**src/rtl/free_list_ctrl.sv**
```systemverilog
// Free physical-register pool: circular buffer with a speculative alloc head,
// a release tail and a retire head used to reclaim squashed allocations on flush.
module free_list_ctrl #(
  parameter int PRF_DEPTH = 64,
  parameter int ARF_DEPTH = 32,
  parameter int PRF_IDX   = $clog2(PRF_DEPTH),
  parameter int FL_DEPTH  = PRF_DEPTH - ARF_DEPTH,
  parameter int FL_IDX    = $clog2(FL_DEPTH)
) (
  input  logic               clk,
  input  logic               rst,
  input  logic               alloc_req,
  output logic               alloc_ack,
  output logic [PRF_IDX-1:0] alloc_idx,
  input  logic               free_valid,
  input  logic [PRF_IDX-1:0] free_idx,
  input  logic               flush,
  output logic               empty,
  output logic [FL_IDX:0]    free_count
);

  typedef logic [FL_IDX:0] ptr_t;
  localparam ptr_t FULL = ptr_t'(FL_DEPTH);

  ptr_t head, tail, rhead, head_nxt;
  logic [FL_DEPTH-1:0][PRF_IDX-1:0] mem;

  // Full vs empty differ only in the wrap bit, so the subtraction keeps it.
  assign free_count = tail - head;
  assign empty      = (free_count == '0);
  assign alloc_ack  = alloc_req & ~empty & ~flush;
  assign alloc_idx  = mem[head[FL_IDX-1:0]];

  // Flush rewinds to the committed point, counting a same-cycle commit.
  always_comb begin
    head_nxt = head;
    if (flush)          head_nxt = rhead + ptr_t'(free_valid);
    else if (alloc_ack) head_nxt = head + ptr_t'(1);
  end

  always_ff @(posedge clk or posedge rst) begin
    if (rst) begin
      head  <= '0;
      rhead <= '0;
      tail  <= FULL;
      for (int i = 0; i < FL_DEPTH; i++) mem[i] <= PRF_IDX'(ARF_DEPTH + i);
    end else begin
      head <= head_nxt;
      if (free_valid) begin
        mem[tail[FL_IDX-1:0]] <= free_idx;
        tail  <= tail + ptr_t'(1);
        rhead <= rhead + ptr_t'(1);
      end
    end
  end

  a_no_overflow: assert property (@(posedge clk) disable iff (rst)
    !(free_valid && free_count == FULL))
    else $error("free_list_ctrl: release into a full free list");

endmodule

```
**config.mk**
```make
export PLATFORM = sky130hd
export DESIGN_NAME = free_list_ctrl
export DESIGN_NICKNAME = d
export VERILOG_FILES = /design/src/rtl/free_list_ctrl.sv
export SDC_FILE = /design/constraint.sdc
export NUM_CORES = 1
export LEC_CHECK = 0
export ABC_CLOCK_PERIOD_IN_PS = 7250
export BUFFER_PORTS_ARGS = -buffer_cell sky130_fd_sc_hd__buf_2
export CORE_MARGIN = 4
export CORE_UTILIZATION = 60
export CTS_CLUSTER_SIZE = 25
export DETAILED_ROUTE_END_ITERATION = 7
export MAX_ROUTING_LAYER = met4
export PLACE_DENSITY_LB_ADDON = 0.05
export SYNTH_ARGS = -nofsm -noshare
export SYNTH_HDL_FRONTEND = slang
export SYNTH_SLANG_ARGS = --single-unit
```
**constraint.sdc**
```tcl
create_clock -name clk -period 7.25 [get_ports clk]
set_input_delay 1.0875 -clock clk [delete_from_list [all_inputs] [get_ports clk]]
set_output_delay 1.0875 -clock clk [all_outputs]
set_load 0.05 [all_outputs]
```
==> metrics.yaml, run 1 <==
status:
  outcome: "complete, no violations"
clock_tree:
  cts_tree: "yes"
  cts_made_buffers: 23
  clk_pin_slew_ps: 60
  cts_resized: 0
  clk-insertion-delay-late_ps: 500
  htree_levels: 1
  cts_max_path_buffers: 3
  cts_hold_buf: 0
  post_cts_buffers: 0
  clock-sinks: 210
  cts-root-buf: "clkbuf_16"
timing:
  fin_crit_ps: 4682
  rsz0062_at_grt: "false"
  drv_slew: 0
  setup_viol: 0
  skew_ps: 11.65
  tns_ps: 0
  slew_headroom_pct: 28.89
  fin_crit_sh_pct: 64.58
  tightest_slew_ps: 1059
  max_freq_mhz: 213.6
  hold_violations: 0
die:
  die_height_um: 138.2
  dieArea_sq_um: 19100
  fp.dieW_um: 138.2
  core_area_sq_um: 16580
  pin_count: 25
  rows: 47
  initial_core_util_pct: 61.32
setup_path:
  cp.arrival_ps: 3590
  critPathRequiredTime_ps: 6160
  cp-start-kind: "flip-flop"
  end_kind: "output port"
  crit_fanout: 52
  critPathKind: "reg -> out"
  ff2ff_path_depth: 8
yosys:
  ys_seq_elements: 210
  yosysSeqAreaShare_pct: 53.06
  yosysMostFrequentCell: "mux2_1"
  synth-async-reset-ratio_pct: 100.0
  synth_common_cells: "mux2_1 (148), dfstp_2 (113), dfrtp_1 (97)"
  synth_nets: 706
  synthAdderAreaFrac_pct: 1.796
  synth_simple_gate_area_share_pct: 5.069
  synth_area_leaders: "dfstp_2 (29%), dfrtp_1 (24%), mux2_1 (16%), mux4_2 (13%), mux2_2 (5.1%)"
  synth_top_area_share_pct: 29.20
  synth_compound_gate_area_share_pct: 1.489
  syn_avg_cell_area_sq_um: 14.93
  synth_edf_count: 0
  ys_warn_count: 0
  synth_flop_cell: "dfstp_2"
  synth_cell_types: 44
  syn_area_sq_um: 10170
  synthMuxAreaShare_pct: 34.87
  syn_inst: 681
  yosys.area.top_type: "dfstp_2"
  synth_xor_area_share_pct: 1.624
  synth_top_family_by_area: "multiplexers"
power:
  pwr_density_cell_nw_per_um2: 507.1
  clock_power_share_pct: 22.2
  p_switching_w: 0.002040
  swShare_pct: 35.74
  internal_power_w: 0.003668
  ir_worst_vdd_mv: 0.5098
  pwr-share-seq_pct: 39.9
  p_comb_share_pct: 37.9
  leakage_nw: 4.825
placed_design:
  numPortBuffers: 24
  place_congestion: 0.7961
  place_area_sq_um: 10430
  hpwl_um: 14140
route:
  via_per_inst: 6.230
  dr.pass1.iters: 4
  drtIter0Drc: 281
  wl_per_cell_um: 23.24
  drc_errors: 0
  routed_wl_um: 21500
  num_vias: 5763
  ant_nets: 0
cells_and_area:
  finalInstanceArea_sq_um: 11260
  diodes: 0
  nFillCells: 1205
  drive_gt1_share_pct: 41.13
  finish.net_count: 714
  syn_to_final_growth_pct: 10.69
grt:
  grt-ovfl-total: 0
  grt_max_degree: 134
  antenna_found_initial: 0
  grt_pass1_wl_um: 35310
  grt_usage_pct: 23.85
  grt_pass1_vias: 6213
hold_path:
  hold_path_class: "reg -> reg"
  whs_path_depth: 1
run:
  drv_cap: 0
## power by group through the flow
stage                     sequential [W]  clock [W]  combinational (W)
after floorplan                  0.00203          0            0.00186
after global placement           0.00226          0            0.00212
after detailed placement         0.00230          0            0.00218
after CTS                        0.00228    0.00128            0.00219
after global routing             0.00236    0.00134            0.00233
final                            0.00228    0.00127            0.00216
## per-layer routing
metal,vias up,track usage [%],wire [um]
li1,2534,-,-
met1,3066,33.70,9786
met2,122,36.64,10220
met3,41,4.696,1107
met4,0,5.304,382
met5,-,-,0
## final cells by class
cell class                 count  area [sq um]  share of cell area (%)
timing repair buffer          26         135.1                   1.200
inverter                      12         52.55                  0.4668
clock inverter                 6         130.1                   1.156
tap                          220         275.3                   2.445
sequential                   210          5401                   47.98
clock buffer                  35         701.9                   6.235
multi-input combinational    416          4561                   40.51
## critical path, stage by stage (launching register included)
cell	delay (ps)
dfrtp_4	800
ha_1	410
fa_1	510
inv_1	70
nor4_1	310
mux2i_1	230
nor4_4	390
buf_2	350
## through the flow
step | total power [W] | utilization (%) | hold WS, ps | setup WS, ps | std cells
2_1_floorplan | 0.003890 | - | 452.4 | 612.0 | 681
3_3_place_gp | 0.004378 | 62.86 | 461.6 | 3182 | 884
3_5_place_dp | 0.004476 | 62.86 | 474.6 | 3041 | 884
4_1_cts | 0.005748 | 67.88 | 490.1 | 2504 | 925
5_1_grt | 0.006028 | 67.88 | 499.9 | 2209 | 925
6_report | 0.005708 | 67.88 | 486.6 | 2568 | 925
## sequential cells by signal (all words and copies together) (netlist names)
register  cells
rhead         6
tail          6
mem         192
head          6
## cells by family (layout without fill, tap and decap cells)
group	after synthesis	count (layout)
AO/OA/AOI/OAI	20	20
XOR/XNOR	18	18
adder cells (fa/ha/maj)	14	14
buffers and inverters	55	79
flip-flops	210	210
multiplexers	255	255
AND/OR/NAND/NOR	109	109
## worst paths after layout
path / from / slack (ps) / endpoint
min reg2reg: mem[76] / 490 / mem[76]
min in group asynchronous: rst / 760 / mem[180]
max in group asynchronous: rst / 5020 / mem[132]
min: mem[76] / 490 / mem[76]
max: head[0] / 2570 / empty
max reg2reg: head[0] / 3960 / head[3]
## cell usage in the layout, fill, tap and decap left out, types with 8 or more instances in the layout
cell       count
nand2_1       35
buf_2         24
clkbuf_16     24
nor2_1        29
ha_1          13
dfstp_2      113
nand3_1       17
inv_1          8
mux2_2        46
dfrtp_1       95
mux4_2        60
xnor2_1       10
mux2_1       148
Power figures use the tool's default switching activity.
==> inputs of run 2 (changes only) <==
--- a/config.mk
+++ b/config.mk
@@ -5,7 +5,7 @@
 export SDC_FILE = /design/constraint.sdc
 export NUM_CORES = 1
 export LEC_CHECK = 0
-export ABC_CLOCK_PERIOD_IN_PS = 7250
+export ABC_CLOCK_PERIOD_IN_PS = 4700
 export BUFFER_PORTS_ARGS = -buffer_cell sky130_fd_sc_hd__buf_2
 export CORE_MARGIN = 4
 export CORE_UTILIZATION = 60
==> constraint.sdc (replaced) <==
create_clock -name clk -period 4.7 [get_ports clk]
set_input_delay 0.705 -clock clk [delete_from_list [all_inputs] [get_ports clk]]
set_output_delay 0.705 -clock clk [all_outputs]
set_load 0.05 [all_outputs]
==> run 2 against run 1 <==
Effect of this change:
- wire length grew 8.0%
- utilization shrank 0.48 points
- largest cell class unchanged
- clock skew decreased by 4.7 ps
- critical path depth stayed put
- largest power group unchanged
- design area down 0.71%
- first-iteration DRC count grew 72%
- sequential power rose by 56%
- sequential cell count did not move
- sequential share of layout area rose by 0.34 points
==> metrics.yaml, run 2 (same netlist as run 1, synthesis figures left out) <==
die:
  die_height_um: 138.2  # unchanged
  fp.dieW_um: 138.2  # unchanged
  core_area_sq_um: 16580  # unchanged
  pin_count: 25  # unchanged
  initial_core_util_pct: 61.32  # unchanged
  rows: 47  # unchanged
  dieArea_sq_um: 19100  # unchanged
timing:
  skew_ps: 6.966  # -4.687 ps
  worst_slack_ps: 522.1  # -2046 ps
  slew_headroom_pct: 18.26  # -11 points
  rsz0062_at_grt: "false"
  setup_viol: 0  # unchanged
  fin_crit_ps: 4178
  tightest_slew_ps: 1217  # +158.1 ps
  hold_violations: 0  # unchanged
  max_freq_mhz: 239.4
  tns_ps: 0  # unchanged
  fin_crit_sh_pct: 88.89
  drv_slew: 0  # unchanged
cells_and_area:
  nFillCells: 1167  # -3.2%
  drive_gt1_share_pct: 40.96  # -0.17 points
  top_register: "mem"
  multiInputGateArea_sq_um: 4561  # unchanged
  layout_common_cells: "mux2_1 (148), dfstp_2 (113), dfrtp_1 (95)"
  utilization_pct: 67.40  # -0.48 points
  finish.net_count: 717  # +0.42%
  fin_cells: 928  # +0.32%
  final_common_cell: "mux2_1"
  diodes: 0  # unchanged
  finalInstanceArea_sq_um: 11180  # -0.71%
  syn_to_final_growth_pct: 9.904
  seq_area_sq_um: 5401  # unchanged
  largest_reg_flops: 192  # unchanged
power:
  ir_worst_vdd_mv: 0.8659  # +70%
  leakage_nw: 4.786  # -0.82%
  pwr_density_cell_nw_per_um2: 770.2  # +52%
  internal_power_w: 0.005423  # +48%
  p_comb_share_pct: 39.2  # +1.3 points
  clock_power_share_pct: 19.5  # -2.7 points
  p_switching_w: 0.003186  # +56%
  pwr-share-seq_pct: 41.3  # +1.4 points
  swShare_pct: 37.01  # +1.3 points
placed_design:
  place_area_sq_um: 10470  # +0.42%
  place_congestion: 0.8468  # +6.4%
  numPortBuffers: 24  # unchanged
  pre_cts_slack_ps: 1100  # -1941 ps
  placed_cells: 887  # +0.34%
  hpwl_um: 15730  # +11%
setup_path:
  critPathKind: "reg -> out"
  critPathRequiredTime_ps: 3990  # -2170 ps
  crit_fanout: 34  # -35%
  cp-start-kind: "flip-flop"
  cp.arrival_ps: 3470  # -120 ps
  r2r_slack_ps: 1530  # -2430 ps
  end_kind: "output port"
clock_tree:
  clk-insertion-delay-late_ps: 500  # about the same
  clk_pin_slew_ps: 60  # about the same
  cts-root-buf: "clkbuf_16"
  cts_resized: 0  # unchanged
  htree_levels: 1  # unchanged
  cts_hold_buf: 0  # unchanged
  clock-sinks: 210  # unchanged
  post_cts_buffers: 0  # unchanged
  cts_max_path_buffers: 3  # unchanged
  cts_tree: "yes"
  cts_made_buffers: 23  # unchanged
run:
  drv_cap: 0  # unchanged
grt:
  grt.busiest_layer: "met2"
  antenna_found_initial: 0  # unchanged
  grt_pass1_vias: 6330  # +1.9%
  grt_usage_pct: 25.85  # +2.0 points
  use_met3_pct: 4.109  # -0.59 points
  grt.met1_usage_pct: 35.57  # +1.9 points
  grt-ovfl-total: 0  # unchanged
  grt_pass1_wl_um: 37680  # +6.7%
  grt_max_degree: 95  # -29%
  grtUsageMet2_pct: 40.85  # +4.2 points
status:
  outcome: "complete, no violations"
route:
  num_vias: 5822  # +1.0%
  wl_per_cell_um: 25.03  # +7.7%
  via_per_inst: 6.274  # +0.70%
  dr.pass1.iters: 5  # +1
  drtIter0Drc: 483  # +72%
  drc_errors: 0  # unchanged
  ant_nets: 0  # unchanged
  routed_wl_um: 23220  # +8.0%
hold_path:
  hold_path_class: "in -> async"
run 2: power groups by stage:
stage / combinational [W] / sequential (W) / clock [W]
CTS: 0.00340 / 0.00356 / 0.00172
floorplan: 0.00286 / 0.00314 / 0
global route: 0.00361 / 0.00366 / 0.00181
global placement: 0.00328 / 0.00355 / 0
detailed placement: 0.00339 / 0.00358 / 0
finish: 0.00337 / 0.00356 / 0.00168
run 2: routing by layer:
metal,part of all wire (%),vias to the layer above
li1,-,2528
met1,43,3112
met2,50,135
met3,4.3,47
met4,2.9,0
met5,0,-
run 2: worst paths after layout:
kind                                from       end  depth (start not counted)
worst max-delay path             head[0]     empty                          7
worst min-delay path                 rst   mem[88]                          2
worst max register to register   head[0]   head[1]                          8
worst min register to register  mem[120]  mem[120]                          1
max in group asynchronous            rst   head[0]                          3
min in group clk                mem[120]  mem[120]                          1
run 2: stage by stage:
step	total power (W)	hold WS, ps
detailed placement	0.006969	473.9
global placement	0.006825	462.8
floorplan	0.006002	452.4
finish	0.008608	275.7
global route	0.009080	309.8
CTS	0.008672	285.0
run 2: critical path, cell delays in order (launching register included):
cell and delay, ps:
dfrtp_4 740, ha_1 350, fa_1 500, inv_1 60
nor4_1 300, mux2i_1 230, nor4_4 400, buf_2 350
run 2: final cells by class:
type | instances | area share, %
tap | 220 | 2.463
clock buffer | 37 | 6.157
clock inverter | 4 | 0.1791
multi-input combinational | 416 | 40.80
inverter | 12 | 0.4366
sequential | 210 | 48.33
timing repair buffer | 29 | 1.634
==> inputs of run 3 (changes only) <==
--- a/config.mk
+++ b/config.mk
@@ -5,10 +5,10 @@
 export SDC_FILE = /design/constraint.sdc
 export NUM_CORES = 1
 export LEC_CHECK = 0
-export ABC_CLOCK_PERIOD_IN_PS = 4700
+export ABC_CLOCK_PERIOD_IN_PS = 3800
 export BUFFER_PORTS_ARGS = -buffer_cell sky130_fd_sc_hd__buf_2
 export CORE_MARGIN = 4
-export CORE_UTILIZATION = 60
+export CORE_UTILIZATION = 57
 export CTS_CLUSTER_SIZE = 25
 export DETAILED_ROUTE_END_ITERATION = 7
 export MAX_ROUTING_LAYER = met4
==> constraint.sdc (replaced) <==
create_clock -name clk -period 3.8 [get_ports clk]
set_input_delay 0.57 -clock clk [delete_from_list [all_inputs] [get_ports clk]]
set_output_delay 0.57 -clock clk [all_outputs]
set_load 0.05 [all_outputs]
==> run 3 against run 2 <==
Effect of this change:
- via count decreased by 0.50%
- wire length decreased by 5.2%
- count of clock-buffer cells in the layout decreased by 2
- critical path type unchanged
- largest cell class unchanged
==> metrics.yaml, run 3 (same netlist as run 1, synthesis figures left out) <==
timing:
  tightest_slew_ps: 973.5  # -243.2 ps
  max_freq_mhz: 276.2
  holdWs_ps: 276.7  # +1.028 ps
  skew_ps: 5.200  # -1.766 ps
  rsz0062_at_grt: "false"
  drv_slew: 0  # unchanged
  worst_slack_ps: 179.3  # -342.9 ps
  slew_headroom_pct: 34.97  # +17 points
  setup_viol: 0  # unchanged
  tns_ps: 0  # unchanged
  fin_crit_sh_pct: 95.28
  fin_crit_ps: 3621
  hold_violations: 0  # unchanged
cells_and_area:
  multiInputGateArea_sq_um: 4581  # +0.44%
  finish.net_count: 724  # +0.98%
  syn_to_final_growth_pct: 11.61
  drive_gt1_share_pct: 42.94  # +2.0 points
  diodes: 0  # unchanged
  finalInstanceArea_sq_um: 11350  # +1.6%
  top_register: "mem"
  seq_area_sq_um: 5401  # unchanged
  final_common_cell: "mux2_1"
  largest_reg_flops: 192  # unchanged
  nFillCells: 1275  # +9.3%
  layout_common_cells: "mux2_1 (148), dfstp_2 (113), dfrtp_1 (95)"
route:
  dr.pass1.iters: 4  # -1
  num_vias: 5793  # -0.50%
  drc_errors: 0  # unchanged
  ant_nets: 0  # unchanged
  wl_per_cell_um: 23.42  # -6.4%
  via_per_inst: 6.163  # -1.8%
  routed_wl_um: 22020  # -5.2%
  drtIter0Drc: 296  # -39%
die:
  core_area_sq_um: 17420  # +5.0%
  initial_core_util_pct: 58.39  # -2.9 points
  dieArea_sq_um: 20040  # +5.0%
  die_height_um: 141.6  # +2.4%
  pin_count: 25  # unchanged
  fp.dieW_um: 141.6  # +2.4%
  rows: 48  # +2.1%
clock_tree:
  htree_levels: 1  # unchanged
  clk_pin_slew_ps: 60  # about the same
  clk-insertion-delay-late_ps: 500  # about the same
  cts_hold_buf: 0  # unchanged
  clock-sinks: 210  # unchanged
  cts_tree: "yes"
  cts_made_buffers: 23  # unchanged
  cts-root-buf: "clkbuf_16"
  cts_max_path_buffers: 3  # unchanged
setup_path:
  crit_fanout: 13  # -62%
  critPathMaxStageDelay_ps: 590  # -150 ps
  cp_top_family: "adder cells"
  cp.arrival_ps: 3050  # -420 ps
  end_kind: "output port"
  r2r_slack_ps: 820  # -710 ps
  critPathRequiredTime_ps: 3230  # -760 ps
  timing.rr.start: "head[0]"
  critPathBufInv: 2  # unchanged
  crit_chain: "ha_1 -> fa_1 -> inv_1 -> nor4_2 -> mux2i_2 -> nor4_4 -> nor2_2 -> buf_2"
  reg2reg_to: "head[3]"
  ff2ff_path_depth: 9  # +1
  critPathKind: "reg -> out"
  cp_slowest_cell: "dfrtp_4"
  cp-start-kind: "flip-flop"
grt:
  grt-ovfl-total: 0  # unchanged
  grt_pass1_wl_um: 36200  # -3.9%
  grt_max_degree: 49  # -48%
  grt_pass1_vias: 6270  # -0.95%
  grt_usage_pct: 23.80  # -2.0 points
  antenna_found_initial: 0  # unchanged
placed_design:
  pre_cts_slack_ps: 483.6  # -616.3 ps
  numPortBuffers: 24  # unchanged
  place_area_sq_um: 10560  # +0.82%
  hpwl_um: 14810  # -5.8%
  place_congestion: 0.8375  # -1.1%
power:
  pwr_density_cell_nw_per_um2: 953.5  # +24%
  leakage_nw: 4.870  # +1.8%
  ir_worst_vdd_mv: 1.551  # +79%
  p_total_w: 0.01082  # +26%
run:
  drv_cap: 0  # unchanged
hold_path:
  hold_path_class: "in -> async"
status:
  outcome: "complete, no violations"
run 3: final cells by class:
class	count	area share (%)
timing repair buffer	36	2.315
clock buffer	35	6.349
inverter	12	0.4409
multi-input combinational	416	40.35
tap	225	2.480
clock inverter	6	0.4740
sequential	210	47.59
run 3: timing repair:
item / in CTS / in global routing
resized for setup: 1 / 4
pin swaps: 0 / 1
endpoints found under the setup margin: 1 / 2
buffers inserted: 0 / 1
hold endpoints to repair: 0 / 0
run 3: through the flow:
step,utilization [%],cells
2_1_floorplan,-,681
3_3_place_gp,60.60,898
3_5_place_dp,60.60,898
4_1_cts,65.06,939
5_1_grt,65.17,940
6_report,65.17,940
run 3: per-layer routing:
metal	part of all wire, %	routed length, um	track usage, %	up-vias
li1	-	-	-	2547
met1	46	10150	34.54	3094
met2	48	10470	36.57	121
met3	4.7	1034	3.977	31
met4	1.7	371	4.141	0
met5	0	0	-	-
run 3: how the worst max path moves through the flow:
stage                     slack, ps         to  depth (start not counted)  startpoint
after detailed placement        480      empty                          7     head[4]
after floorplan                  80  alloc_ack                          8     head[2]
final                           180  alloc_ack                          8     head[0]
after global routing              7  alloc_ack                          8     head[0]
after CTS                        70      empty                          7     head[0]
after global placement          520      empty                          7     head[4]
run 3: power by group:
group          switching [W]  internal [W]  leakage, nW  total (W)
logic                0.00244       0.00200         2.07    0.00444
registers           0.000625       0.00353         2.41    0.00416
clock network       0.000861       0.00137        0.389    0.00223
total                0.00393       0.00690         4.87     0.0108
